`src/rtl/gpio_controller_v2.sv`:
```
// gpio_controller_v2: parametrised femto-bus GPIO with synced inputs, SET/CLR/TGL writes and W1C edge interrupts (ports: clk rst dir i o irq addr w_rb acc rdata wdata req resp fault)
`ifndef BUS_WIDTH
`define BUS_WIDTH 32
`endif
`ifndef BUS_ACC_WIDTH
`define BUS_ACC_WIDTH 2
`endif
`ifndef BUS_ACC_4B
`define BUS_ACC_4B 2'd2
`endif
`ifndef IOR_DIR_OUT
`define IOR_DIR_OUT 1'b1
`endif
`ifndef IOR_DIR_IN
`define IOR_DIR_IN 1'b0
`endif
module gpio_controller_v2 #(
  parameter int WIDTH = 8,
  parameter int SYNC_STAGES = 2,
  parameter int ADDR_W = 5
) (
  input  logic                      clk,
  input  logic                      rst,
  output logic [WIDTH-1:0]          dir,
  input  logic [WIDTH-1:0]          i,
  output logic [WIDTH-1:0]          o,
  output logic                      irq,
  input  logic [ADDR_W-1:0]         addr,
  input  logic                      w_rb,
  input  logic [`BUS_ACC_WIDTH-1:0] acc,
  output logic [`BUS_WIDTH-1:0]     rdata,
  input  logic [`BUS_WIDTH-1:0]     wdata,
  input  logic                      req,
  output logic                      resp,
  output logic                      fault
);
  logic [WIDTH-1:0] sync [SYNC_STAGES];
  logic [WIDTH-1:0] dir_r, irise, ifall, ip, s, p, rise, fall, clr, wd, rd_val;
  logic [2:0] idx;
  logic valid, wr, rd, unused;
  assign unused = ^{wdata, addr};
  assign idx = addr[4:2];
  assign wd = wdata[WIDTH-1:0];
  assign s = sync[SYNC_STAGES-1];
  assign valid = ((addr >> 5) == '0) && (addr[1:0] == 2'b00) && (acc == `BUS_ACC_4B) && (w_rb || idx < 3'd2 || idx > 3'd4);
  assign fault = req & ~valid;
  assign wr = req & valid & w_rb;
  assign rd = req & valid & ~w_rb;
  assign rise = s & ~p & irise;
  assign fall = ~s & p & ifall;
  assign clr = (wr && idx == 3'd7) ? wd : '0;
  assign irq = |ip;
  always_comb begin
    rd_val = idx == 3'd0 ? (o & dir_r) | (s & ~dir_r) :
             idx == 3'd1 ? dir_r :
             idx == 3'd5 ? irise :
             idx == 3'd6 ? ifall : ip;
    for (int k = 0; k < WIDTH; k++) dir[k] = dir_r[k] ? `IOR_DIR_OUT : `IOR_DIR_IN;
  end
  always_ff @(posedge clk) begin
    if (rst) begin
      for (int k = 0; k < SYNC_STAGES; k++) sync[k] <= '0;
      p <= '0;
      o <= '0;
      dir_r <= '0;
      irise <= '0;
      ifall <= '0;
      ip <= '0;
      rdata <= '0;
      resp <= 1'b0;
    end else begin
      sync[0] <= i;
      for (int k = 1; k < SYNC_STAGES; k++) sync[k] <= sync[k-1];
      p <= s;
      resp <= req & valid;
      // set terms are ORed after the clear mask so a coincident edge wins
      ip <= (ip & ~clr) | rise | fall;
      if (rd) rdata <= `BUS_WIDTH'(rd_val);
      if (wr) begin
        o <= idx == 3'd0 ? wd : idx == 3'd2 ? o | wd : idx == 3'd3 ? o & ~wd : idx == 3'd4 ? o ^ wd : o;
        dir_r <= idx == 3'd1 ? wd : dir_r;
        irise <= idx == 3'd5 ? wd : irise;
        ifall <= idx == 3'd6 ? wd : ifall;
      end
    end
  end
endmodule
```
`config.mk`:
```
export PLATFORM = sky130hd
export DESIGN_NAME = gpio_controller_v2
export DESIGN_NICKNAME = d
export VERILOG_FILES = /design/src/rtl/gpio_controller_v2.sv
export SDC_FILE = /design/constraint.sdc
export NUM_CORES = 1
export LEC_CHECK = 0
export CAP_MARGIN = 10
export CORE_MARGIN = 5
export CORE_UTILIZATION = 49
export DETAILED_ROUTE_END_ITERATION = 7
export GPL_ROUTABILITY_DRIVEN = 0
export PLACE_DENSITY = 0.8
export SYNTH_ARGS = -nofsm -noshare
export SYNTH_HDL_FRONTEND = slang
export SYNTH_SLANG_ARGS = --single-unit
```
`constraint.sdc`:
```
create_clock -name clk -period 2.2 [get_ports clk]
set_input_delay 0.33 -clock clk [delete_from_list [all_inputs] [get_ports clk]]
set_output_delay 0.33 -clock clk [all_outputs]
set_load 0.05 [all_outputs]
```
==> impl_metrics.env, run 1 <==
export IMPL_status="complete, no violations"
export IMPL_root_buffer="clkbuf_8"
export IMPL_antenna_left=0
export IMPL_slew_violations=0
export IMPL_path_cells="clkdlybuf4s50_1 -> or4b_4 -> buf_6 -> o21a_1 -> buf_12"
export IMPL_die_w_um=99.42
export IMPL_grt_pass1_vias=3426
export IMPL_hp_class="reg -> reg"
export IMPL_io_pins=102
export IMPL_grt_max_degree=39
export IMPL_grt_ovfl_total=0
export IMPL_routed_wl_um=10230
export IMPL_async_flop_share_pct=0
export IMPL_cts_sinks=73
export IMPL_synth_area_leaders="dfxtp_1 37%, nor2b_1 6.2%, mux2i_1 6.1%"
export IMPL_synthTopCellsByCount="73 x dfxtp_1, 49 x nand2_1, 39 x nor2b_1"
export IMPL_final_util_pct=62.39
export IMPL_cts_tree="done"
export IMPL_finalClockSkew_ns=0.01160
export IMPL_cts_path_max_buffers=2
export IMPL_clock_latency_ns=0.34
export IMPL_antenna_found_initial=0
export IMPL_grt_pass1_wl_um=16700
export IMPL_cts_max_level=3
export IMPL_synthAdderAreaFrac_pct=5.110
export IMPL_start_util_pct=50.43
export IMPL_hold_viol=0
export IMPL_synth_most_common_cell="dfxtp_1"
export IMPL_max_clock_freq_mhz=461.4
export IMPL_grt_use_total_pct=21.11
export IMPL_chipHeight_um=99.42
export IMPL_drt_initial_drc_count=331
export IMPL_ctsHoldBuffers=0
export IMPL_nets=596
export IMPL_synth_largest_area_cell="dfxtp_1"
export IMPL_hold_ws_ns=0.4377
export IMPL_yosys_most_used_dff="dfxtp_1"
export IMPL_portBuffers=53
export IMPL_cellLeakagePower_nw=1.894
export IMPL_drt_first_pass_iters=4
export IMPL_worst_path_buf_inv=3
export IMPL_rows=32
export IMPL_cpMaxStageDelayCell="or4b_4"
export IMPL_critPathMaxStageDelay_ns=0.59
export IMPL_routed_via_density=5.496
export IMPL_finalCriticalPeriod_ns=2.167
export IMPL_cts_made_buffers=9
export IMPL_critPathTopFamily="buffers and inverters"
export IMPL_cp_arrival_ns=1.84
export IMPL_maxSlewHeadroom_pct=65.72
export IMPL_drc=0
export IMPL_synth_compound_area_share_pct=20.22
export IMPL_maxCapViolCount=0
export IMPL_powerDensity_nw_per_um2=565.8
export IMPL_fillers=672
export IMPL_synth_area_per_cell_um2=8.554
export IMPL_netlist_instances=458
export IMPL_rsz0062_at_grt="false"
export IMPL_ys_seq_elements=73
export IMPL_drive_gt1_share_pct=12.01
export IMPL_final_cell_area_um2=4846
export IMPL_synth_top_family_by_area="compound AO/OA/AOI/OAI gates"
export IMPL_crit_type="in -> out"
export IMPL_crit_path_end_kind="output pin"
export IMPL_placed_area_um2=4659
export IMPL_n_antenna_cell=0
export IMPL_crit_path_start_kind="primary input"
export IMPL_worstMarginPinSlew_ns=0.5126
export IMPL_finalSetupViolCount=0
export IMPL_irDropWorstVdd_mv=0.4286
export IMPL_seqCellArea_um2=1461
export IMPL_clk_pin_slew_ns=0.07
export IMPL_synthMuxAreaShare_pct=7.282
export IMPL_fin_crit_sh_pct=98.51
export IMPL_die_area_um2=9883
export IMPL_synth_simple_gate_area_share_pct=19.87
export IMPL_ys_types=49
export IMPL_vias=3490
export IMPL_hpwl_um=7513
export IMPL_ys_seq_area_share_pct=37.30
export IMPL_drt_wirelength_per_cell_um=16.11
export IMPL_multi_input_area_um2=2146
export IMPL_core_area_um2=7767
export IMPL_area_delta_synth_final_pct=23.70
export IMPL_critPathMaxFanout=6
export IMPL_synth_edf_count=0
export IMPL_synth_xor_xnor_area_share_pct=0
export IMPL_synth_area_um2=3918
export IMPL_yosysWarnings=0
export IMPL_crit_required_ns=1.87
export IMPL_synth_largest_type_area_fraction_pct=37.30
-- path summary, 6_finish.rpt --
path / slack (ns) / depth (start not counted) / end / start
setup / recovery: 0.03 / 5 / fault / addr[0]
hold / removal: 0.44 / 1 / sync[0][9]$_SDFF_PP0_ / sync[0][1]$_SDFF_PP0_
setup reg to reg: 0.64 / 4 / rdata[7]$_SDFFE_PP0P_ / ip[7]$_SDFF_PP0_
hold reg to reg: 0.44 / 1 / sync[0][9]$_SDFF_PP0_ / sync[0][1]$_SDFF_PP0_
-- routing by layer --
metal | global-route usage (%) | vias up | share of wire (%)
li1 | - | 1699 | -
met1 | 26.81 | 1623 | 42
met2 | 34.81 | 143 | 47
met3 | 3.787 | 25 | 8.4
met4 | 9.664 | 0 | 2.9
met5 | 0 | - | 0
-- worst reg2reg max path: stages, from the launching register on --
cell and delay [ns]:
dfxtp_1 0.36, mux2_2 0.27, a221o_1 0.29, a2111oi_0 0.45
nor3_1 0.08
-- layout make-up --
cell class                      instances  share of cell area (%)
Multi-Input combinational cell        330                   44.28
Inverter                               27                   2.091
Sequential cell                        73                   30.16
Clock buffer                           13                   3.486
Tap cell                              102                   2.634
Clock inverter                          2                  0.2582
Timing Repair Buffer                   88                   17.09
-- what timing repair did --
| action | CTS | global route |
|---|---|---|
| resized for setup | 1 | 2 |
| endpoints found under the setup margin | 1 | 1 |
| setup buffers | 0 | 0 |
| pin swaps | 0 | 1 |
-- placed cells by master (no fill, tap or decap), drive strengths merged, types with 2 or more instances in the layout --
cell | Yosys | layout
dfxtp | 73 | 73
nand2 | 49 | 49
clkdlybuf4s50 | 0 | 49
nor2b | 39 | 39
buf | 31 | 37
inv | 25 | 25
a21oi | 25 | 25
o21ai | 25 | 25
mux2i | 24 | 24
conb | 1 | 24
nor2 | 22 | 22
ha | 16 | 16
clkbuf | 20 | 13
o22ai | 12 | 12
nand3b | 9 | 9
a221oi | 9 | 9
o21a | 7 | 7
nand2b | 6 | 6
a21boi | 6 | 6
o31ai | 6 | 6
nor4 | 6 | 6
o221ai | 4 | 4
o211ai | 4 | 4
o41ai | 4 | 4
mux2 | 4 | 4
or4 | 3 | 3
o311a | 3 | 3
o22a | 3 | 3
o2111ai | 3 | 3
clkinv | 2 | 3
or3 | 2 | 2
nor3 | 2 | 2
or3b | 2 | 2
-- power by group --
group          switching, mW  leakage, nW  internal (mW)
sequential            0.0112        0.592           1.34
clock                  0.479       0.0915          0.495
combinational          0.265         1.21          0.151
-- flip-flops by register name (all words and copies together) (netlist names) --
| register | count |
|---|---|
| irise | 8 |
| sync | 16 |
| ip | 8 |
| resp | 1 |
| o | 8 |
| p | 8 |
| dir_r | 8 |
| rdata | 8 |
| ifall | 8 |
-- metrics by stage --
step / setup WS (ns) / total power [mW] / std cells / TNS (ns)
3_3_place_gp: -0.2514 / 1.779 / 620 / -6.998
4_1_cts: 0.006914 / 2.745 / 635 / 0
2_1_floorplan: 0.2106 / 1.674 / 481 / 0
6_report: 0.03278 / 2.742 / 635 / 0
5_1_grt: 0.008344 / 2.849 / 635 / 0
3_5_place_dp: -0.2653 / 1.792 / 620 / -8.147
-- kinds of logic (layout without fill, tap and decap cells) --
| group | after synthesis | in the layout |
|---|---|---|
| adder cells (fa/ha/maj) | 16 | 16 |
| multiplexers | 28 | 28 |
| other | 1 | 24 |
| AO/OA/AOI/OAI | 118 | 118 |
| AND/OR/NAND/NOR | 144 | 144 |
| flip-flops | 73 | 73 |
| buffers and inverters | 78 | 130 |
No activity file was read; power rests on OpenSTA's default activity.
==> inputs of run 2 (changes only) <==
--- a/config.mk
+++ b/config.mk
@@ -7,10 +7,11 @@
 export LEC_CHECK = 0
 export CAP_MARGIN = 10
 export CORE_MARGIN = 5
-export CORE_UTILIZATION = 49
+export CORE_UTILIZATION = 44
 export DETAILED_ROUTE_END_ITERATION = 7
 export GPL_ROUTABILITY_DRIVEN = 0
-export PLACE_DENSITY = 0.8
+export PLACE_DENSITY = 0.76
+export SKIP_CTS_REPAIR_TIMING = 1
 export SYNTH_ARGS = -nofsm -noshare
 export SYNTH_HDL_FRONTEND = slang
 export SYNTH_SLANG_ARGS = --single-unit
==> constraint.sdc (replaced) <==
create_clock -name clk -period 1.8 [get_ports clk]
set_input_delay 0.27 -clock clk [delete_from_list [all_inputs] [get_ports clk]]
set_output_delay 0.27 -clock clk [all_outputs]
set_load 0.05 [all_outputs]
==> impl_metrics.env, run 2 (synthesized netlist as in run 1, its figures left out) <==
export IMPL_status="complete, no violations"
export IMPL_maxSlewHeadroom_pct=62.66
export IMPL_antenna_left=0
export IMPL_vias=3586
export IMPL_r2r_end="rdata[7]$_SDFFE_PP0P_"
export IMPL_place_inst=636
export IMPL_maxCapViolCount=0
export IMPL_grt_ovfl_total=0
export IMPL_cellLeakagePower_nw=2.059
export IMPL_cts_tree="done"
export IMPL_placed_area_um2=4678
export IMPL_finalCriticalPeriod_ns=1.768
export IMPL_die_w_um=104.4
export IMPL_multi_input_area_um2=2166
export IMPL_largest_register_ffs=16
export IMPL_fin_crit_sh_pct=98.23
export IMPL_crit_required_ns=1.53
export IMPL_pwr_share_comb_pct=15.5
export IMPL_routed_wl_um=10730
export IMPL_rows=34
export IMPL_die_area_um2=10890
export IMPL_routed_via_density=5.466
export IMPL_grt_pass1_vias=3377
export IMPL_drc=0
export IMPL_finalSetupViolCount=0
export IMPL_seqCellArea_um2=1461
export IMPL_cts_made_buffers=9
export IMPL_slew_violations=0
export IMPL_irDropWorstVdd_mv=0.4271
export IMPL_crit_type="in -> out"
export IMPL_final_cell_area_um2=4940
export IMPL_share_seq_of_total_power_pct=47.8
export IMPL_powerDensity_nw_per_um2=699.7
export IMPL_p_int_mw=2.482
export IMPL_critPathMaxFanout=6
export IMPL_cp_arrival_ns=1.50
export IMPL_drt_first_pass_iters=7
export IMPL_crit_path_start_kind="primary input"
export IMPL_r2r_cells=4
export IMPL_chipHeight_um=104.4
export IMPL_sw_frac_of_total_pct=28.18
export IMPL_grt_pass1_wl_um=16650
export IMPL_total_power_mw=3.456
export IMPL_hpwl_um=7916
export IMPL_cts_path_max_buffers=2
export IMPL_finalClockSkew_ns=0.008863
export IMPL_max_clock_freq_mhz=565.5
export IMPL_grt_use_total_pct=18.75
export IMPL_drt_initial_drc_count=367
export IMPL_io_pins=102
export IMPL_clk_pin_slew_ns=0.08
export IMPL_clock_latency_ns=0.34
export IMPL_antenna_found_initial=0
export IMPL_root_buffer="clkbuf_8"
export IMPL_core_area_um2=8678
export IMPL_cts_sinks=73
export IMPL_largest_register="sync"
export IMPL_final_instance_count_excl_fill=656
export IMPL_clkPwrFrac_pct=36.7
export IMPL_n_antenna_cell=0
export IMPL_crit_path_end_kind="output pin"
export IMPL_start_util_pct=45.14
export IMPL_r2r_start="ip[7]$_SDFF_PP0_"
export IMPL_area_delta_synth_final_pct=26.09
export IMPL_holdPathEnd="resp$_SDFF_PP0_"
export IMPL_cts_max_level=3
export IMPL_portBuffers=53
export IMPL_hold_viol=0
export IMPL_fillers=778
export IMPL_p_sw_uw=973.9
export IMPL_r2r_slack_ns=0.16
export IMPL_worstMarginPinSlew_ns=0.5601
export IMPL_tns_ns=0
export IMPL_drt_wirelength_per_cell_um=16.35
export IMPL_final_common_cell="dfxtp_1"
export IMPL_final_cell_mix="73 x dfxtp_1, 67 x buf_4, 49 x nand2_1, 39 x nor2b_1"
export IMPL_drive_gt1_share_pct=19.53
export IMPL_grt_max_degree=57
export IMPL_nets=610
export IMPL_hold_depth=4
export IMPL_min_from="addr[1]"
export IMPL_hp_class="in -> reg"
-- run 2: worst max path at each step --
stage                     cells after the start  startpoint                    end  slack (ns)
after floorplan                               6      acc[0]  irise[7]$_SDFFE_PP0P_       -0.09
after global placement                        5      acc[0]  rdata[7]$_SDFFE_PP0P_       -0.62
after detailed placement                      5      acc[0]  rdata[7]$_SDFFE_PP0P_       -0.67
after CTS                                     5      acc[0]  rdata[7]$_SDFFE_PP0P_       -0.32
after global routing                          4         req      o[0]$_SDFFE_PP0P_       -0.01
final                                         5      acc[0]                  fault        0.03
-- run 2: area by class of cell --
class / instances / area share [%]
inverter: 27 / 2.052
multi-input combinational: 330 / 43.85
sequential: 73 / 29.58
clock inverter: 7 / 1.418
clock buffer: 9 / 2.508
timing repair buffer: 102 / 17.86
tap: 108 / 2.736
-- run 2: power by group through the flow --
stage	clock network [mW]	logic [mW]	registers, mW
after floorplan	0	0.356	1.69
after global placement	0	0.506	1.69
after detailed placement	0	0.518	1.69
after CTS	1.29	0.520	1.65
after global routing	1.36	0.569	1.65
final	1.27	0.535	1.65
-- run 2: per-layer routing --
layer  wire (um)  GRT usage (%)  up-vias
li1            -              -     1729
met3         763          3.290       36
met2        5017          30.63      158
met4         384          9.158        0
met1        4560          23.71     1663
met5           0              0        -
-- run 2: metrics by stage --
stage / worst slack [ns] / utilization [%] / hold slack, ns
2_1_floorplan: -0.09456 / - / 0.3982
3_3_place_gp: -0.6185 / 53.91 / 0.4161
3_5_place_dp: -0.6689 / 53.91 / 0.4242
4_1_cts: -0.3191 / 56.14 / 0.4056
5_1_grt: -0.01070 / 56.92 / 0.3853
6_report: 0.03180 / 56.92 / 0.3787
-- run 2: worst max-delay path, cell delays in order --
cell            delay, ns
dlymetal6s2s_1       0.13
or4b_4               0.57
buf_6                0.16
o21a_4               0.22
buf_12               0.14
